## src/rtl/base_arb_pkg.sv

```systemverilog
// Shared types and helpers for the arbiter output stage.
package base_arb_pkg;

  typedef enum logic {
    IDLE = 1'b0,
    LOCK = 1'b1
  } arb_state_e;

  localparam int MAXW = 32;

  // Index of the lowest set bit; zero when no bit is set.
  function automatic int lowest_idx(input logic [MAXW-1:0] v);
    lowest_idx = 0;
    for (int k = MAXW - 1; k >= 0; k--) begin
      if (v[k]) lowest_idx = k;
    end
  endfunction

  function automatic logic multi_set(input logic [MAXW-1:0] v);
    return (v & (v - MAXW'(1))) != '0;
  endfunction

endpackage

```

## src/rtl/base_skid.sv

```systemverilog
// Two-entry registered skid: 1-cycle latency, full rate; i_r drops only when both entries hold data.
module base_skid
  import base_arb_pkg::*;
#(
  parameter int width = 8
) (
  input  logic             clk,
  input  logic             reset_n,
  input  logic             i_v,
  output logic             i_r,
  input  logic [width-1:0] i_d,
  output logic             o_v,
  input  logic             o_r,
  output logic [width-1:0] o_d
);

  logic             r_m_v;
  logic [width-1:0] r_m_d;
  logic             r_s_v;
  logic [width-1:0] r_s_d;
  logic             w_push;
  logic             w_pop;

  assign i_r    = ~r_s_v;
  assign o_v    = r_m_v;
  assign o_d    = r_m_d;
  assign w_push = i_v & ~r_s_v;
  assign w_pop  = r_m_v & o_r;

  always_ff @(posedge clk or negedge reset_n) begin
    if (!reset_n) begin
      r_m_v <= 1'b0;
      r_m_d <= '0;
      r_s_v <= 1'b0;
      r_s_d <= '0;
    end else if (w_pop) begin
      // Skid has priority on a pop; a push cannot coincide with a full skid.
      if (r_s_v) begin
        r_m_d <= r_s_d;
        r_s_v <= 1'b0;
      end else if (w_push) begin
        r_m_d <= i_d;
      end else begin
        r_m_v <= 1'b0;
      end
    end else if (!r_m_v) begin
      if (w_push) begin
        r_m_v <= 1'b1;
        r_m_d <= i_d;
      end
    end else if (w_push) begin
      r_s_v <= 1'b1;
      r_s_d <= i_d;
    end
  end

endmodule

```

## src/rtl/base_arbostage.sv

```systemverilog
// Registered stage after the priority arbiter: muxes the granted way, holds a packet lock mask.
// Latency 1 cycle; s_r comes only from flops and drops when the internal skid is full.
module base_arbostage
  import base_arb_pkg::*;
#(
  parameter int ways  = 2,
  parameter int width = 8,
  localparam int encw = (ways > 1) ? $clog2(ways) : 1
) (
  input  logic                  clk,
  input  logic                  reset_n,
  input  logic [ways-1:0]       s_v,
  output logic                  s_r,
  input  logic [ways*width-1:0] s_d,
  input  logic [ways-1:0]       s_e,
  output logic [ways-1:0]       lk,
  output logic                  o_v,
  input  logic                  o_r,
  output logic [width-1:0]      o_d,
  output logic                  o_e,
  output logic [encw-1:0]       o_s,
  output logic                  err
);

  localparam int BW = width + 1 + encw;

  logic [MAXW-1:0]  w_req;
  logic [encw-1:0]  w_sel;
  logic [width-1:0] w_dat;
  logic             w_eop;
  logic             w_acc;
  logic             w_skid_ir;
  logic [BW-1:0]    w_out;
  logic             r_rdy;
  logic             r_err;
  logic             w_viol;
  arb_state_e       r_state;
  arb_state_e       w_state_nxt;
  logic [encw-1:0]  r_lk_way;
  logic [encw-1:0]  w_lk_way_nxt;

  // Way k lives on the MSB side of every per-way vector; w_req puts way k at bit k.
  always_comb begin
    w_req = '0;
    for (int k = 0; k < ways; k++) w_req[k] = s_v[ways-1-k];
  end

  assign w_sel = encw'(lowest_idx(w_req));

  always_comb begin
    w_dat = '0;
    w_eop = 1'b0;
    for (int k = 0; k < ways; k++) begin
      if (w_sel == encw'(k)) begin
        w_dat = s_d[(ways-1-k)*width +: width];
        w_eop = s_e[ways-1-k];
      end
    end
  end

  assign s_r   = r_rdy & w_skid_ir;
  assign w_acc = s_r & (|s_v);

  base_skid #(.width(BW)) u_skid (
    .clk     (clk),
    .reset_n (reset_n),
    .i_v     (r_rdy & (|s_v)),
    .i_r     (w_skid_ir),
    .i_d     ({w_dat, w_eop, w_sel}),
    .o_v     (o_v),
    .o_r     (o_r),
    .o_d     (w_out)
  );

  assign {o_d, o_e, o_s} = w_out;

  always_comb begin
    w_state_nxt  = r_state;
    w_lk_way_nxt = r_lk_way;
    w_viol       = 1'b0;
    case (r_state)
      IDLE: if (w_acc && !w_eop) begin
        w_state_nxt  = LOCK;
        w_lk_way_nxt = w_sel;
      end
      LOCK: if (w_acc) begin
        if (w_sel != r_lk_way) w_viol = 1'b1;
        else if (w_eop)        w_state_nxt = IDLE;
      end
      default: w_state_nxt = IDLE;
    endcase
  end

  always_ff @(posedge clk or negedge reset_n) begin
    if (!reset_n) begin
      r_state  <= IDLE;
      r_lk_way <= '0;
      r_rdy    <= 1'b0;
      r_err    <= 1'b0;
    end else begin
      r_state  <= w_state_nxt;
      r_lk_way <= w_lk_way_nxt;
      r_rdy    <= 1'b1;
      if (w_acc && (multi_set(w_req) || w_viol)) r_err <= 1'b1;
    end
  end

  always_comb begin
    lk = '1;
    if (r_state == LOCK) begin
      lk = '0;
      for (int k = 0; k < ways; k++) begin
        if (r_lk_way == encw'(k)) lk[ways-1-k] = 1'b1;
      end
    end
  end

  assign err = r_err;

endmodule

```

## config.mk

```make
export PLATFORM = sky130hd
export DESIGN_NAME = base_arbostage
export DESIGN_NICKNAME = d
export VERILOG_FILES = /design/src/rtl/base_arb_pkg.sv /design/src/rtl/base_skid.sv /design/src/rtl/base_arbostage.sv
export SDC_FILE = /design/constraint.sdc
export NUM_CORES = 1
export LEC_CHECK = 0
export ABC_AREA = 1
export CAP_MARGIN = 20
export CORE_MARGIN = 5
export CORE_UTILIZATION = 35
export CTS_BUF_LIST = sky130_fd_sc_hd__clkbuf_4 sky130_fd_sc_hd__clkbuf_8
export DETAILED_ROUTE_END_ITERATION = 8
export SKIP_CTS_REPAIR_TIMING = 1
export SYNTH_ARGS = -nofsm -noshare
export SYNTH_HDL_FRONTEND = slang
export SYNTH_SLANG_ARGS = --single-unit
```

## constraint.sdc

```tcl
create_clock -name clk -period 3.1 [get_ports clk]
set_clock_uncertainty 0.05 [all_clocks]
set_input_delay 0.31 -clock clk [delete_from_list [all_inputs] [get_ports clk]]
set_output_delay 0.31 -clock clk [all_outputs]
set_load 0.01 [all_outputs]
```

==> key figures, run 1 <==
Timing
  – Setup TNS: 0 ps
  – FMAX: 0.519 GHz
  – Fin. max-slew vios: 0
  – Hold_ws: around 350 ps
  – Slew HR: 66.4%
  – Final setup fails: 0
  – Slew @ Worst Pin: between 500 and 600 ps
  – RSZ-0062 raised after global routing: false
  – Final worst-path cycle share: 62.2%
  – Final hold violation count: 0
  – Min cycle time layout: slightly below 2000 ps

Routing
  – Wire length per cell: ~12 um
  – Post-route ant nets: 0
  – Drt drc: 0
  – First-iteration detailed-routing DRC count: 60
  – Vias per cell: 4.40
  – Final WL: 3270 um
  – DR pass1 iterations: 4
  – Vias: 1242

Layout
  – Ratio of cells with drive above 1 in the final layout: under 10%
  – FILL cells: 412
  – Final instance area: 1870 um2
  – Nets: 256
  – Most frequent cells in the layout: nand2_1, clkdlybuf4s50_1, inv_1, dfrtp_1, nand3_1
  – Area grow syn2layout: 32.7%
  – Commonest non-fill, non-tap cell in the layout: nand2_1
  – Ant diodes: 0

GRT
  – Remaining Overflow, GRT: 0
  – Antenna violations before repair: 0
  – Vias in the first global route: around 1300
  – Largest net degree at the start of global routing: 27
  – Total track usage: 13.8%
  – First-pass GRT wire length: 5820 um

Critical path
  – Critical path data arrival time: 2040 ps
  – Slowest CP cell: clkdlybuf4s50_1
  – Crit path max fanout: 16
  – CP Launch Type: input port
  – Critical path, cell by cell: clkdlybuf4s50_1, nor2_2, nor2_4, nand3_2, nand2_1, o21ai_1
  – Required @ worst endpoint: 3220 ps
  – Critical path's largest stage delay: 730 ps
  – Worst Setup End Kind: register
  – Critical path class: input port to register

Pwr
  – PwrDens: a little under 800 nW/um2
  – Internal power: between 900 and 1000 uW
  – Gate power share: 42.3%
  – Final Total Pwr: about 1500 uW
  – Sw power: 513 uW
  – Maximum vdd drop: 0.308 mV
  – P_leak: 0.000988 uW
  – Sequential Power Share: 38.2%
  – Clk network pwr share: 19.5%
  – Switching Share: 34.9%

Floorplanning
  – Die Ht: around 74 um
  – Starting Density: 35.8%
  – FP Rows: 23
  – Core ar.: 3940 um2
  – # IOs: 38
  – Die area: 5400 um2
  – Die X: ~74 um

Clock tree
  – Clock tree buffer depth: 2
  – Clk sink count: 26
  – H-Tree Depth: 1
  – Worst skew pair latency: about 270 ps
  – Root buffer cell: clkbuf_8
  – CTS tree: built
  – Worst-path clk slew: 100 ps
  – Total CTS buffers: 3

Logic synthesis
  – Sequential element share of the synthesized area: 46.1%
  – Syn nets: between 200 and 250
  – Mapped Avg Cell Area: 7.20 um2
  – Count of warnings emitted by yosys: 0
  – Yosys reg bits: 26
  – Largest cells by area after synthesis: dfrtp_1, nand2_1, inv_1, nand3_1, a21oi_1
  – Yosys top cell by area: dfrtp_1
  – Synth Cell Area: 1410 um2
  – Post-synth cell types: 19
  – Synth top area share: 46.1%
  – Cells after synthesis: 196

Status
  – Outcome: completed

Place
  – Detail Placement HPWL: 2350 um
  – Cell Area, Placed: 1800 um2
  – GPL Wtd Cong: 0.785
  – # port buffers: 37

Flow run
  – Max-cap viol count: 0

Worst hold path
  – HP Class: input port to async pin
## power by group through the flow
stage | combinational, uW | clock, uW | sequential (uW)
final | 622 | 287 | 562
after global routing | 716 | 308 | 582
after CTS | 632 | 294 | 564
after detailed placement | 629 | 0 | 570
after global placement | 623 | 0 | 566
after floorplan | 332 | 0 | 591
## cells in the mapped netlist, drive strengths merged
cell type,n
nand2,74
inv,37
dfrtp,26
nand3,20
nor2,13
a21oi,10
o21ai,7
buf,6
clkbuf,1
conb,1
o21a,1
## cell type report
class                      count  area [um2]  share of cell area [%]
inverter                      37         139                    7.41
tap                           50        62.6                    3.34
sequential                    26         651                    34.7
clock buffer                   3        41.3                    2.20
timing repair buffer          39         385                    20.6
multi-input combinational    126         564                    30.1
clock inverter                 1        30.0                    1.60
## sequential cells by signal, summed over array words and instances (netlist names)
register and count:
err 1, r_lk_way 1, r_rdy 1, r_state 1, u_skid.o_d 10, u_skid.o_v 1
u_skid.r_s_d 10, u_skid.r_s_v 1
## routing by layer
metal  track usage [%]  vias to the layer above  wire [um]  part of all wire [%]
met5                 0                        -          0                     0
met4              4.83                        0         53                   1.6
met3              2.60                        8        184                   5.6
met2              20.3                       31       1320                    41
met1              20.2                      545       1710                    52
li1                  -                      658          -                     -
## cell families (layout without fill, tap and decap cells)
| kind of cell | after synthesis | after routing | share of synthesized area (%) |
|---|---|---|---|
| buffers and inverters | 44 | 80 | 13.9 |
| DFF | 26 | 26 | 46.1 |
| other | 1 | 1 | 0.266 |
| AOI/OAI and AO/OA | 18 | 18 | 6.83 |
| and+or+nand+nor | 107 | 107 | 32.9 |
## per-stage QoR
step	setup WS [ps]	cells	utilization, %
after CTS	1180	282	47.5
after floorplan	1850	196	-
after global routing	1010	282	47.5
after global placement	968	278	45.7
final	1170	282	47.5
after detailed placement	884	278	45.7
## worst paths after layout
check | endpoint | slack (ps) | cells past startpoint | start
max | u_skid.r_s_d[1] | 1170 | 6 | s_v[0]
min | u_skid.o_d[5] | 350 | 2 | reset_n
max reg2reg | u_skid.r_s_d[1] | 1480 | 6 | u_skid.r_s_v
min reg2reg | err | 430 | 2 | err
max in group asynchronous | u_skid.o_d[1] | 2380 | 2 | reset_n
min in group clk | err | 430 | 2 | err
## critical path, delay by kind of cell
family          cells  cell delay (ps)
simple gates        4              950
buf+inv             1              730
compound gates      1               70
Power figures use the tool's default switching activity.
==> run 2, diff against run 1 <==
==> constraint.sdc (replaced) <==
create_clock -name clk -period 1.7 [get_ports clk]
set_clock_uncertainty 0.05 [all_clocks]
set_input_delay 0.17 -clock clk [delete_from_list [all_inputs] [get_ports clk]]
set_output_delay 0.17 -clock clk [all_outputs]
set_load 0.01 [all_outputs]
==> key figures, run 2 (synthesis results as in run 1) <==
Status
  – Outcome: completed

Floorplanning
  – Die Ht: roughly 74 um
  – # IOs: 38
  – Die area: 5400 um2
  – Core ar.: 3940 um2
  – FP Rows: 23
  – Starting Density: 35.8%
  – Die X: 73.5 um

Place
  – Place WS: 41.1 ps
  – # port buffers: 37
  – Detail Placement HPWL: 2500 um
  – GPL Wtd Cong: 0.793

Routing
  – Drt drc: 0
  – Vias per cell: approximately 4.4
  – Wire length per cell: 11.4 um
  – DR pass1 iterations: 4
  – Final WL: 3340 um
  – First-iteration detailed-routing DRC count: 41
  – Post-route ant nets: 0
  – Vias: 1301

Worst hold path
  – HP Class: input port to async pin

Timing
  – Min cycle time layout: around 1500 ps
  – Fin. max-slew vios: 0
  – Setup TNS: 0 ps
  – Final worst-path cycle share: 88.9%
  – RSZ-0062 raised after global routing: false
  – PnR worst setup slack: 189 ps
  – Final setup fails: 0
  – Final hold violation count: 0
  – FMAX: approximately 0.66 GHz

Layout
  – FILL cells: 432
  – Sequential cell area: 651 um2
  – Multi-input gate area: approximately 560 um2
  – Commonest non-fill, non-tap cell in the layout: nand2_1
  – Area grow syn2layout: 37.7%
  – Nets: 269
  – Ant diodes: 0
  – Ratio of cells with drive above 1 in the final layout: between 10% and 20%
  – Most frequent cells in the layout: nand2_1, clkdlybuf4s50_1, inv_1, dfrtp_1

Critical path
  – Critical path data arrival time: 1290 ps
  – Required @ worst endpoint: 1480 ps
  – Worst Setup End Kind: primary output
  – CP Launch Type: register
  – Critical path class: register to primary output
  – Crit path max fanout: 4

Clock tree
  – Clk sink count: 26
  – Worst-path clk slew: 90 ps
  – CTS tree: built
  – Root buffer cell: clkbuf_8
  – Worst skew pair latency: approximately 270 ps
  – Clock tree buffer depth: 2
  – Total CTS buffers: 3
  – H-Tree Depth: 1

GRT
  – Largest net degree at the start of global routing: 27
  – First-pass GRT wire length: 5890 um
  – Total track usage: 13.9%
  – Antenna violations before repair: 0
  – Remaining Overflow, GRT: 0
  – Vias in the first global route: 1330

Pwr
  – PwrDens: 1320 nW/um2
  – Maximum vdd drop: 0.601 mV
  – P_leak: 0.00105 uW

Flow run
  – Max-cap viol count: 0
-- run 2: cell types whose count changed in the layout (fill, tap and decap cells not counted) --
cell / previous run / this run
buf_4: 2 / 15
bufinv_16: 1 / 0
clkdlybuf4s50_1: 37 / 36
dlymetal6s2s_1: 0 / 1
-- run 2: final timing paths --
check,from,end,slack (ps),cells past startpoint
setup / recovery,r_lk_way,lk[0],190,3
hold / removal,reset_n,u_skid.o_d[6],210,2
setup reg to reg,u_skid.r_s_v,u_skid.o_d[5],320,9
hold reg to reg,err,err,430,2
max in group asynchronous,reset_n,u_skid.o_d[1],1120,2
min in group clk,err,err,430,2
-- run 2: power by group --
part / leakage (uW) / total (uW) / internal (uW) / switching, uW
logic: 0.000735 / 1190 / 594 / 600
registers: 0.000292 / 1030 / 885 / 140
clock network: 0.0000216 / 345 / 159 / 186
total: 0.00105 / 2560 / 1640 / 926
-- run 2: worst max-delay path, stage by stage (launching register included) --
cell             delay, ps
dfrtp_1                380
inv_1                   60
nand2_1                 50
clkdlybuf4s50_1        530
-- run 2: area by class of cell --
type	count	share of cell area, %
timing repair buffer	52	25.0
clock buffer	3	2.12
multi-input combinational	126	29.0
sequential	26	33.5
inverter	37	7.15
tap	50	3.22
-- run 2: layer usage --
layer | part of all wire (%) | track usage, %
met3 | 5.0 | 2.46
met5 | 0 | 0
met1 | 52 | 19.5
met2 | 41 | 21.9
met4 | 1.4 | 4.23
-- run 2: stage by stage --
step	total power [uW]	hold WS, ps	utilization, %	instances	cell area (um2)
after floorplan	1680	-176	-	196	1410
after global placement	2240	405	48.2	291	1900
after detailed placement	2250	409	48.2	291	1900
after CTS	2610	225	49.2	294	1940
after global routing	2820	228	49.3	294	1940
final	2560	207	49.3	294	1940
